File: src/rtl/prog_counter_pkg.sv
// Shared types and constants for prog_counter and its prescaler.
// Imported by every file in the block.
package prog_counter_pkg;

    typedef enum logic [1:0] {
        MODE_WRAP    = 2'b00,
        MODE_SAT     = 2'b01,
        MODE_ONESHOT = 2'b10
    } mode_e;

    typedef enum logic [1:0] {
        ST_IDLE = 2'b00,
        ST_RUN  = 2'b01,
        ST_DONE = 2'b10
    } state_e;

    localparam logic DIR_UP   = 1'b0;
    localparam logic DIR_DOWN = 1'b1;

endpackage

File: src/rtl/prog_counter_prescaler.sv
// Step-enable divider: strobes on every (prescale_i+1)-th qualifying cycle.
// Combinational strobe from a registered divide count; clear_i restarts the spacing.
module prog_counter_prescaler
    import prog_counter_pkg::*;
#(
    parameter int PRESCALE_W = 4
) (
    input  logic                  clk,
    input  logic                  reset,
    input  logic                  clear_i,
    input  logic                  qual_i,
    input  logic [PRESCALE_W-1:0] prescale_i,
    output logic                  step_o
);

    logic [PRESCALE_W-1:0] cnt_q;
    logic [PRESCALE_W-1:0] cnt_d;

    always_comb begin
        // >= so that lowering prescale_i mid-count never runs past the target
        step_o = qual_i && (cnt_q >= prescale_i);
        cnt_d  = cnt_q;
        if (clear_i || step_o) begin
            cnt_d = '0;
        end else if (qual_i) begin
            cnt_d = cnt_q + PRESCALE_W'(1);
        end
    end

    always_ff @(posedge clk or posedge reset) begin
        if (reset) begin
            cnt_q <= '0;
        end else begin
            cnt_q <= cnt_d;
        end
    end

endmodule

File: src/rtl/prog_counter.sv
// Programmable up/down event counter with wrap/saturate/one-shot modes and run FSM; count/tc/busy/done registered (1 cycle).
// PROG_COUNTER_PRESCALE_EN adds a step prescaler (parameter PRESCALE_W, input prescale).
module prog_counter
    import prog_counter_pkg::*;
#(
    parameter int               WIDTH     = 8,
    parameter logic [WIDTH-1:0] RESET_VAL = '0
`ifdef PROG_COUNTER_PRESCALE_EN
    ,
    parameter int               PRESCALE_W = 4
`endif
) (
    input  logic             clk,
    input  logic             reset,
    input  logic             enable,
    input  logic             start,
    input  logic             stop,
    input  logic             dir,
    input  logic [1:0]       mode,
    input  logic             load,
    input  logic [WIDTH-1:0] load_val,
    input  logic [WIDTH-1:0] limit,
`ifdef PROG_COUNTER_PRESCALE_EN
    input  logic [PRESCALE_W-1:0] prescale,
`endif
    output logic [WIDTH-1:0] count,
    output logic             nonzero,
    output logic             tc,
    output logic             busy,
    output logic             done
);

    state_e           state_q;
    logic [WIDTH-1:0] count_q;
    logic             tc_q;
    logic             busy_q;
    logic             done_q;
    // Last step landed on the terminal value; suppresses repeat tc while holding there
    logic             hit_q;

    logic             run_qual;
    logic             step;
    logic             is_wrap;
    logic             is_oneshot;
    logic [WIDTH-1:0] term_val;
    logic [WIDTH-1:0] count_d;
    logic [WIDTH-1:0] load_clip;
    logic             at_term;
    logic             tc_d;

    always_comb begin
        run_qual   = (state_q == ST_RUN) && enable && !load && !stop && !start;
        is_oneshot = (mode == MODE_ONESHOT);
        is_wrap    = !((mode == MODE_SAT) || is_oneshot);
        term_val   = (dir == DIR_DOWN) ? '0 : limit;
        load_clip  = (load_val > limit) ? limit : load_val;

        count_d = count_q;
        if (dir == DIR_UP) begin
            if (count_q < limit) begin
                count_d = count_q + WIDTH'(1);
            end else begin
                count_d = is_wrap ? '0 : limit;
            end
        end else begin
            if (count_q != '0) begin
                count_d = count_q - WIDTH'(1);
            end else begin
                count_d = is_wrap ? limit : '0;
            end
        end

        at_term = (count_d == term_val);
        tc_d    = step && at_term && (is_wrap || !hit_q);
    end

`ifdef PROG_COUNTER_PRESCALE_EN
    prog_counter_prescaler #(
        .PRESCALE_W (PRESCALE_W)
    ) u_prescaler (
        .clk        (clk),
        .reset      (reset),
        .clear_i    (load | start | stop),
        .qual_i     (run_qual),
        .prescale_i (prescale),
        .step_o     (step)
    );
`else
    assign step = run_qual;
`endif

    always_ff @(posedge clk or posedge reset) begin
        if (reset) begin
            state_q <= ST_IDLE;
            count_q <= RESET_VAL;
            tc_q    <= 1'b0;
            busy_q  <= 1'b0;
            done_q  <= 1'b0;
            hit_q   <= 1'b0;
        end else begin
            tc_q <= 1'b0;
            if (load) begin
                count_q <= load_clip;
                done_q  <= 1'b0;
                hit_q   <= 1'b0;
                if (state_q == ST_DONE) begin
                    state_q <= ST_IDLE;
                    busy_q  <= 1'b0;
                end
            end else if (stop) begin
                if (state_q == ST_RUN) begin
                    state_q <= ST_IDLE;
                    busy_q  <= 1'b0;
                    hit_q   <= 1'b0;
                end
            end else if (start) begin
                if (state_q != ST_RUN) begin
                    state_q <= ST_RUN;
                    busy_q  <= 1'b1;
                    done_q  <= 1'b0;
                    hit_q   <= 1'b0;
                end
            end else if (step) begin
                count_q <= count_d;
                hit_q   <= at_term;
                tc_q    <= tc_d;
                if (tc_d && is_oneshot) begin
                    state_q <= ST_DONE;
                    busy_q  <= 1'b0;
                    done_q  <= 1'b1;
                end
            end
        end
    end

    assign count   = count_q;
    assign nonzero = |count_q;
    assign tc      = tc_q;
    assign busy    = busy_q;
    assign done    = done_q;

endmodule

File: config.mk
export PLATFORM = sky130hd
export DESIGN_NAME = prog_counter
export DESIGN_NICKNAME = d
export VERILOG_FILES = /design/src/rtl/prog_counter_pkg.sv /design/src/rtl/prog_counter_prescaler.sv /design/src/rtl/prog_counter.sv
export SDC_FILE = /design/constraint.sdc
export NUM_CORES = 1
export LEC_CHECK = 0
export ABC_AREA = 1
export CORE_ASPECT_RATIO = 0.7
export CORE_MARGIN = 1.5
export CORE_UTILIZATION = 44
export DETAILED_ROUTE_END_ITERATION = 10
export PLACE_DENSITY = 0.69
export SLEW_MARGIN = 20
export SYNTH_ARGS = -nofsm -noshare
export SYNTH_HDL_FRONTEND = slang
export SYNTH_SLANG_ARGS = --single-unit
File: constraint.sdc
create_clock -name clk -period 3.5 [get_ports clk]
set_clock_uncertainty 0.2 [all_clocks]
set_input_delay 0.525 -clock clk [delete_from_list [all_inputs] [get_ports clk]]
set_output_delay 0.525 -clock clk [all_outputs]
set_load 0.05 [all_outputs]
==> results of run 1 <==
## final cells by class
| class | instances | area [µm²] | share of cell area (%) |
|---|---|---|---|
| multi-input cells | 257 | 1460 | 59.3 |
| clock buffers | 4 | 45.0 | 1.82 |
| repair buffers | 41 | 398 | 16.1 |
| well taps | 55 | 68.8 | 2.79 |
| flip-flops and latches | 13 | 325 | 13.2 |
| inverters | 43 | 169 | 6.84 |
## cell families (layout without fill, tap and decap cells)
family	Yosys count	count (layout)	synth area share, %
simple gates	189	189	47.2
buf+inv	50	88	10.2
compound gates	45	45	12.7
fa+ha+maj	18	18	11.3
flops	13	13	16.3
xor+xnor	5	5	2.20
## placed cells by master (no fill, tap or decap)
cell / instances
inv_1: 36
nor3_4: 1
xor2_1: 5
a22oi_1: 1
o21ai_0: 14
o211ai_1: 2
clkinv_2: 2
nand2_4: 3
ha_1: 18
nor2_2: 3
o21a_1: 1
a31oi_1: 3
o22ai_1: 4
nand3_2: 9
buf_4: 5
inv_2: 4
dfrtp_1: 13
nand3b_1: 4
nand4_2: 1
nor2_4: 4
nand2_2: 8
clkinv_4: 1
nand3_1: 36
o21ai_1: 3
clkbuf_1: 1
a211oi_1: 4
clkbuf_8: 3
nor3_1: 1
a21oi_1: 13
nor2_1: 26
nand2_1: 88
nand4_1: 5
clkdlybuf4s50_1: 36
## metrics by stage
stage / util, % / std cells / power (mW) / hold slack (ns)
6_report: 56.7 / 413 / 0.939 / 0.296
5_1_grt: 56.7 / 413 / 1.01 / 0.336
4_1_cts: 56.7 / 413 / 0.935 / 0.298
3_5_place_dp: 55.7 / 409 / 0.788 / 0.279
3_3_place_gp: 55.7 / 409 / 0.780 / 0.274
2_1_floorplan: - / 320 / 0.628 / 0.202
## power by group
group / switching [mW] / leakage (nW) / internal (mW)
logic: 0.374 / 1.04 / 0.208
clock network: 0.0627 / 0.0228 / 0.0807
registers: 0.0457 / 0.165 / 0.168
total: 0.483 / 1.23 / 0.457
## worst max-delay path: stages
cell	delay, ns
clkdlybuf4s50_1	0.53
inv_1	0.14
ha_1	0.34
nand2_1	0.07
inv_1	0.03
nor2_1	0.08
o21a_1	0.37
nand3_1	0.18
nand3_1	0.14
nand3_1	0.08
nand2_1	0.07
nand2_1	0.06
nor2_2	0.13
nand4_2	0.15
nand2_2	0.10
nand2_1	0.05
nand2_1	0.06
nand2_1	0.05
## sequential cells by signal (all words and copies together) (netlist names)
register	flops
state_q	2
done	1
hit_q	1
tc	1
count	8
## worst max path at each step
stage          slack, ns         end  depth (start not counted)      from
4_1_cts             0.35  state_q[0]                         18  limit[7]
2_1_floorplan       0.79  state_q[0]                         17  count[7]
3_5_place_dp        0.08  state_q[0]                         18  limit[7]
6_report            0.30  state_q[0]                         18  limit[7]
3_3_place_gp        0.18  state_q[0]                         18  limit[7]
5_1_grt             0.07  state_q[0]                         18  limit[7]
## metal layers
layer | wire length (µm) | global-route usage, % | vias up | part of all wire, %
met5 | 0 | 0 | - | 0
met4 | 57 | 3.75 | 0 | 0.99
met3 | 504 | 4.46 | 9 | 8.8
met2 | 2320 | 36.4 | 107 | 40
met1 | 2870 | 37.0 | 963 | 50
li1 | - | - | 1140 | -
==> metrics.yaml, run 1 <==
outcome:
  run_status: "finished clean"
clocking:
  clk_pin_slew_ns: 0.06
  cts-root-buf: "clkbuf_8"
  htreeDepth: 1
  post_cts_buffers: 0
  cts_sinks: 13
  clk_path_buf_depth: 2
  insertion_delay_ns: 0.25
  hold_buffers: 0
  cts_buffers: 3
  cts_tree: "yes"
  cts_resized: 0
timing:
  finalCritPeriodShare_pct: 91.6
  hold_violations: 0
  setup_viol: 0
  drv_slew: 0
  slew_headroom_pct: 64.0
  tightestPinTransition_ns: 0.539
  period_minus_slack_ns: 3.20
  rsz0062_at_grt: "false"
  maxClockFrequency_mhz: 312
  fin_tns_setup_ns: 0
  fin_ws_ns: 0.295
yosys:
  yosysWarnings: 0
  synth_top_cell_by_area: "nand2_1"
  synth_edf_count: 0
  synth_top_cell_area_share_pct: 16.6
  synth-seq-cells: 13
  syn_inst: 320
  synth_area_mm2: 0.00199
  syn_avg_cell_area_um2: 6.23
  synth_cell_types: 32
  synth_area_leaders: "nand2_1, dfrtp_1, ha_1, nand3_1, inv_1"
  syn-num-nets: 363
  yosysSeqAreaShare_pct: 16.3
  async_flop_share_pct: 100
  synthTopCellsByCount: "nand2_1, inv_1, nand3_1, nor2_1, ha_1"
  post-synth-top-count-cell: "nand2_1"
  ys.flop_type: "dfrtp_1"
placed_design:
  place_ws_ns: 0.0849
  placed_area_mm2: 0.00242
  gp_congestion: 0.953
  hpwlAfterDp_mm: 4.68
  numPortBuffers: 36
grt:
  grt_max_degree: 16
  antenna_found_initial: 0
  grt_remaining_overflow: 0
  grt_usage_pct: 24.2
  grt_pass1_wl_mm: 9.38
  grt_pass1_vias: 1889
worst_hold_path:
  holdPathEnd: "hit_q"
  whs_path_depth: 2
  hold_path.class: "reg2reg"
  hp-start: "hit_q"
layout:
  n_fill_cell: 464
  drive_above_1_share_pct: 12.3
  syn2layout_area_growth_pct: 23.9
  stdcell_area_mm2: 0.00247
  antennaDiodeCount: 0
  nNetsFinal: 402
critical_path:
  worstSetupEndpointType: "register"
  required_ns: 3.45
  worstReg2RegEnd: "state_q[0]"
  cp_max_fo: 9
  r2r_start: "count[7]"
  worstSetupPathType: "in2reg"
  arrival_ns: 3.15
  regToRegSetupSlack_ns: 0.78
  reg2reg_depth: 16
  cp-start-kind: "input pin"
die:
  ios: 37
  start_util_pct: 45.8
  die_h_um: 59.3
  die_x_um: 83.4
  die-area_mm2: 0.00495
  rows: 20
  core-area_mm2: 0.00435
route:
  first_pass_iters: 6
  drtIter0Drc: 204
  wire_per_inst_um: 13.9
  drc: 0
  ant_nets: 0
  wl_mm: 5.76
  vias: 2219
  via_per_inst: 5.37
power_and_ir_drop:
  p_leak_nw: 1.23
  ir_worst_vdd_uv: 201
  power_density_mw_per_mm2: 380
job:
  drv_cap: 0
(Power assumes the default switching activity.)
==> run 2, diff against run 1 <==
--- a/config.mk
+++ b/config.mk
@@ -10,7 +10,7 @@
 export CORE_MARGIN = 1.5
 export CORE_UTILIZATION = 44
 export DETAILED_ROUTE_END_ITERATION = 10
-export PLACE_DENSITY = 0.69
+export PLACE_DENSITY = 0.71
 export SLEW_MARGIN = 20
 export SYNTH_ARGS = -nofsm -noshare
 export SYNTH_HDL_FRONTEND = slang
==> run 2 against run 1 <==
  * Worst setup slack got worse by 0.029 ns
  * Sequential cell count is the same
  * Sequential share of layout area increased by 0.081 points
  * Clock power is 6% higher
  * Combinational power fell by 0.9%
  * Maximum frequency down 0.89%
  * Critical path type unchanged
==> metrics.yaml, run 2 (synthesis gave the netlist of run 1 again) <==
timing:
  fin_tns_setup_ns: 0  # unchanged
  drv_slew: 0  # unchanged
  maxClockFrequency_mhz: 309  # -0.89%
  hold_violations: 0  # unchanged
  slew_headroom_pct: 62.5  # -1.5 points
  period_minus_slack_ns: 3.23  # +0.0288 ns
  finalCritPeriodShare_pct: 92.4  # +0.82 points
  tightestPinTransition_ns: 0.562  # +0.0226 ns
  rsz0062_at_grt: "false"
  setup_viol: 0  # unchanged
power_and_ir_drop:
  power_density_mw_per_mm2: 384  # +1.1%
  p_leak_nw: 1.22  # -0.78%
  ir_worst_vdd_uv: 234  # +17%
layout:
  antennaDiodeCount: 0  # unchanged
  final_common_cell: "nand2_1"
  n_fill_cell: 441  # -5.0%
  largest_register_ff_count: 8  # unchanged
  fin_cells: 411  # -0.48%
  multi_input_area_mm2: 0.00146  # unchanged
  nNetsFinal: 400  # -0.50%
  final_cell_mix: "nand2_1, inv_1, nand3_1, clkdlybuf4s50_1, nor2_1"
  stdcell_area_mm2: 0.00245  # -0.61%
  ff_latch_area_um2: 325  # unchanged
  syn2layout_area_growth_pct: 23.2
  drive_above_1_share_pct: 11.8  # -0.49 points
  final_util_pct: 56.4  # -0.34 points
route:
  via_per_inst: 5.39  # +0.40%
  first_pass_iters: 5  # -1
  drc: 0  # unchanged
  ant_nets: 0  # unchanged
  wire_per_inst_um: 13.9  # -0.16%
  vias: 2217  # -0.090%
  wl_mm: 5.72  # -0.64%
  drtIter0Drc: 253  # +24%
clocking:
  insertion_delay_ns: 0.26  # about the same
  post_cts_buffers: 0  # unchanged
  cts_sinks: 13  # unchanged
  clk_pin_slew_ns: 0.07  # about the same
  cts-root-buf: "clkbuf_8"
  hold_buffers: 0  # unchanged
  cts_buffers: 3  # unchanged
  cts_resized: 0  # unchanged
  clk_path_buf_depth: 2  # unchanged
  htreeDepth: 1  # unchanged
  cts_tree: "yes"
critical_path:
  regToRegSetupSlack_ns: 0.75  # -0.03 ns
  arrival_ns: 3.19  # +0.04 ns
  cp_max_fo: 9  # unchanged
  required_ns: 3.46  # about the same
  crit_family: "simple AND/OR/NAND/NOR gates"
  worst_path_most_repeated_cell: "nand2_1"
  crit_chain: "clkdlybuf4s50_1 -> inv_1 -> ha_1 -> nand2_1 -> inv_1 -> nor2_1 -> o21a_1 -> nand3_1 -> nand3_1 -> nand3b_1 -> nand2_1 -> nand2_1 -> nor2_4 -> nand4_2 -> nand2_2 -> nand2_1 -> nand2_1 -> nand2_1"
  worstSetupPathType: "in2reg"
  cp-start-kind: "input pin"
  cp_slowest_cell: "clkdlybuf4s50_1"
  worstSetupEndpointType: "register"
  critPathBufInv: 3  # unchanged
  slowest_delay_ns: 0.54  # about the same
die:
  die_x_um: 83.4  # unchanged
  rows: 20  # unchanged
  ios: 37  # unchanged
  die-area_mm2: 0.00495  # unchanged
  die_h_um: 59.3  # unchanged
  core-area_mm2: 0.00435  # unchanged
  start_util_pct: 45.8  # unchanged
outcome:
  run_status: "finished clean"
grt:
  grt_pass1_wl_mm: 9.51  # +1.3%
  grt_max_degree: 17  # +1
  antenna_found_initial: 0  # unchanged
  grt_remaining_overflow: 0  # unchanged
  grt_pass1_vias: 1923  # +1.8%
  grt_usage_pct: 24.6  # +0.36 points
placed_design:
  numPortBuffers: 36  # unchanged
  placed_area_mm2: 0.00241  # -0.62%
  hpwlAfterDp_mm: 4.51  # -3.6%
  place_inst: 407  # -0.49%
  gp_congestion: 0.935  # -1.9%
job:
  drv_cap: 0  # unchanged
worst_hold_path:
  hold_path.class: "reg2reg"
-- run 2: cell types whose count changed in the layout (fill, tap and decap cells not counted) --
cell and change:
buf_4 -2
-- run 2: worst reg2reg max path, delay by kind of cell, from the launching register on --
kind,cells,cell delay (ns)
AND/OR/NAND/NOR,13,1.23
AO/OA/AOI/OAI,1,0.39
adder cells (fa/ha/maj),1,0.33
buffers and inverters,1,0.04
flip-flops,1,0.47
-- run 2: final cells by class --
class / count / area share (%)
multi-input cells: 257 / 59.6
repair buffers: 39 / 15.6
flip-flops and latches: 13 / 13.3
inverters: 43 / 6.88
well taps: 55 / 2.80
clock buffers: 4 / 1.83
-- run 2: stage by stage --
step                power (mW)  hold slack [ns]  setup slack (ns)
floorplan                0.628            0.202             0.794
global placement         0.779            0.273            0.0946
detailed placement       0.781            0.280            0.0532
CTS                      0.932            0.299             0.323
global route              1.01            0.334             0.107
finish                   0.943            0.296             0.267
-- run 2: layer usage --
metal	vias to the layer above	track usage, %	part of all wire (%)
met5	-	0	0
met3	8	3.06	7.3
li1	1129	-	-
met1	987	38.3	51
met2	93	35.2	40
met4	0	7.49	1.3
-- run 2: final timing paths --
kind	from	endpoint	cells past startpoint
max in group asynchronous	reset	count[6]	2
min in group asynchronous	reset	tc	2
worst max register to register	count[7]	state_q[0]	16
worst min-delay path	hit_q	hit_q	2
worst max-delay path	limit[7]	state_q[0]	18
worst min register to register	hit_q	hit_q	2
-- run 2: power breakdown --
part	internal, mW	total [mW]	leakage (nW)	switching [mW]
clock network	0.0809	0.152	0.0228	0.0707
logic	0.206	0.577	1.03	0.371
registers	0.168	0.215	0.165	0.0471
==> run 3, diff against run 2 <==
--- a/config.mk
+++ b/config.mk
@@ -6,11 +6,13 @@
 export NUM_CORES = 1
 export LEC_CHECK = 0
 export ABC_AREA = 1
+export CAP_MARGIN = 40
 export CORE_ASPECT_RATIO = 0.7
 export CORE_MARGIN = 1.5
 export CORE_UTILIZATION = 44
 export DETAILED_ROUTE_END_ITERATION = 10
 export PLACE_DENSITY = 0.71
+export REMOVE_ABC_BUFFERS = 1
 export SLEW_MARGIN = 20
 export SYNTH_ARGS = -nofsm -noshare
 export SYNTH_HDL_FRONTEND = slang
==> run 3 against run 2 <==
  * Register-to-register slack lost 0.05 ns
  * Maximum frequency shrank 0.17%
  * Cell area grew 0.31%
  * First-iteration DRC count shrank 21%
  * Core utilization grew 0.17 points
  * Clock power shrank 5%
  * Critical path type unchanged
  * Largest cell class unchanged
  * Highest routed layer unchanged
==> metrics.yaml, run 3 (synthesis gave the netlist of run 1 again) <==
outcome:
  run_status: "finished clean"
grt:
  grt_max_degree: 17  # unchanged
  grt_pass1_wl_mm: 9.80  # +3.1%
  grt_remaining_overflow: 0  # unchanged
  grt_usage_pct: 25.1  # +0.46 points
  antenna_found_initial: 0  # unchanged
  grt_pass1_vias: 2012  # +4.6%
placed_design:
  place_ws_ns: 0.0759  # +0.0227 ns
  hpwlAfterDp_mm: 4.70  # +4.1%
  gp_congestion: 0.918  # -1.8%
  numPortBuffers: 36  # unchanged
  placed_area_mm2: 0.00242  # +0.31%
route:
  ant_nets: 0  # unchanged
  wl_mm: 5.94  # +3.8%
  drc: 0  # unchanged
  first_pass_iters: 5  # unchanged
  via_per_inst: 5.55  # +2.9%
  wire_per_inst_um: 14.4  # +3.5%
  drtIter0Drc: 201  # -21%
  vias: 2286  # +3.1%
layout:
  antennaDiodeCount: 0  # unchanged
  stdcell_area_mm2: 0.00246  # +0.31%
  nNetsFinal: 401  # +0.25%
  largest_register_ff_count: 8  # unchanged
  syn2layout_area_growth_pct: 23.5
  final_cell_mix: "nand2_1, inv_1, nand3_1, clkdlybuf4s50_1, nor2_1"
  final_common_cell: "nand2_1"
  final_util_pct: 56.6  # +0.17 points
  drive_above_1_share_pct: 12.0  # +0.25 points
critical_path:
  worstSetupPathType: "in2reg"
  slowest_delay_ns: 0.53  # about the same
  arrival_ns: 3.18  # about the same
  crit_chain: "clkdlybuf4s50_1 -> inv_1 -> ha_1 -> nand2_1 -> inv_1 -> nor2_1 -> o21a_1 -> nand3_1 -> nand3_1 -> nand3_1 -> nand2_1 -> nand2_1 -> nor2_2 -> nand4_2 -> nand2_2 -> nand2_1 -> nand2_1 -> nand2_1"
  cp_max_fo: 9  # unchanged
  worstSetupEndpointType: "register"
  worstReg2RegEnd: "state_q[0]"
  required_ns: 3.44  # -0.02 ns
  worst_path_most_repeated_cell: "nand2_1"
  r2r_start: "count[7]"
  cp-start-kind: "input pin"
  regToRegSetupSlack_ns: 0.70  # -0.05 ns
  reg2reg_depth: 16  # unchanged
  cp_slowest_cell: "clkdlybuf4s50_1"
clocking:
  post_cts_buffers: 0  # unchanged
  htreeDepth: 1  # unchanged
  cts_sinks: 13  # unchanged
  hold_buffers: 0  # unchanged
  clk_path_buf_depth: 2  # unchanged
  insertion_delay_ns: 0.25  # about the same
  clk_pin_slew_ns: 0.06  # about the same
  cts_buffers: 3  # unchanged
  cts_tree: "yes"
  cts-root-buf: "clkbuf_8"
  cts_resized: 0  # unchanged
die:
  core-area_mm2: 0.00435  # unchanged
  start_util_pct: 45.8  # unchanged
  die-area_mm2: 0.00495  # unchanged
  die_x_um: 83.4  # unchanged
  ios: 37  # unchanged
  rows: 20  # unchanged
  die_h_um: 59.3  # unchanged
power_and_ir_drop:
  swShare_pct: 51.6  # -0.24 points
  p_leak_nw: 1.23  # +0.39%
  p_comb_share_pct: 61.6  # +0.5 points
  internal-power_mw: 0.455  # +0.12%
  power_density_mw_per_mm2: 382  # -0.69%
  switching_power_mw: 0.485  # -0.85%
  p_seq_share_pct: 22.9  # about the same
  ir_worst_vdd_uv: 239  # +2.1%
  clockPowerShare_pct: 15.4  # -0.7 points
timing:
  hold_violations: 0  # unchanged
  setup_viol: 0  # unchanged
  tightestPinTransition_ns: 0.580  # +0.0183 ns
  drv_slew: 0  # unchanged
  slew_headroom_pct: 61.3  # -1.2 points
  rsz0062_at_grt: "false"
  fin_tns_setup_ns: 0  # unchanged
  finalCritPeriodShare_pct: 92.5  # +0.16 points
  maxClockFrequency_mhz: 309  # -0.17%
  fin_ws_ns: 0.261  # -0.00566 ns
  period_minus_slack_ns: 3.24  # +0.00566 ns
worst_hold_path:
  hold_path.class: "reg2reg"
  hp-start: "state_q[0]"
  whs_path_depth: 2  # unchanged
  holdPathEnd: "state_q[0]"
job:
  drv_cap: 0  # unchanged
[run 3: worst max-delay path by stage]
stage | slack [ns] | endpoint | start | cells past startpoint
2_1_floorplan | 0.75 | state_q[0] | count[7] | 16
3_3_place_gp | 0.20 | state_q[0] | limit[7] | 18
3_5_place_dp | 0.08 | state_q[0] | limit[7] | 18
4_1_cts | 0.34 | state_q[0] | limit[7] | 18
5_1_grt | 0.15 | state_q[0] | limit[7] | 18
6_report | 0.26 | state_q[0] | limit[7] | 18
[run 3: power groups by stage]
stage	clock, mW	sequential, mW	combinational, mW
after floorplan	0	0.272	0.344
after global placement	0	0.217	0.564
after detailed placement	0	0.217	0.567
after CTS	0.146	0.215	0.570
after global routing	0.154	0.221	0.639
final	0.145	0.216	0.579
[run 3: routing by layer]
metal | GRT usage (%) | share of wire, %
met3 | 5.71 | 8.9
met4 | 4.22 | 0.96
met1 | 36.7 | 49
met2 | 38.4 | 41
met5 | 0 | 0
[run 3: worst max-delay path: cells and delay by family]
kind | cells | cell delay, ns
AND/OR/NAND/NOR | 13 | 1.27
AO/OA/AOI/OAI | 1 | 0.38
buffers and inverters | 3 | 0.68
adder cells (fa/ha/maj) | 1 | 0.33
[run 3: cell type report]
class	count	area [µm²]
Fill cell	453	1890
Multi-Input combinational cell	257	1460
Timing Repair Buffer	40	390
Sequential cell	13	325
Inverter	43	169
Tap cell	55	68.8
Clock buffer	4	45.0
[run 3: per-stage QoR]
stage	power, mW	hold WS, ns	instances
6_report	0.940	0.316	412
5_1_grt	1.01	0.333	412
4_1_cts	0.931	0.318	412
3_5_place_dp	0.784	0.299	408
3_3_place_gp	0.781	0.293	408
2_1_floorplan	0.617	0.202	313
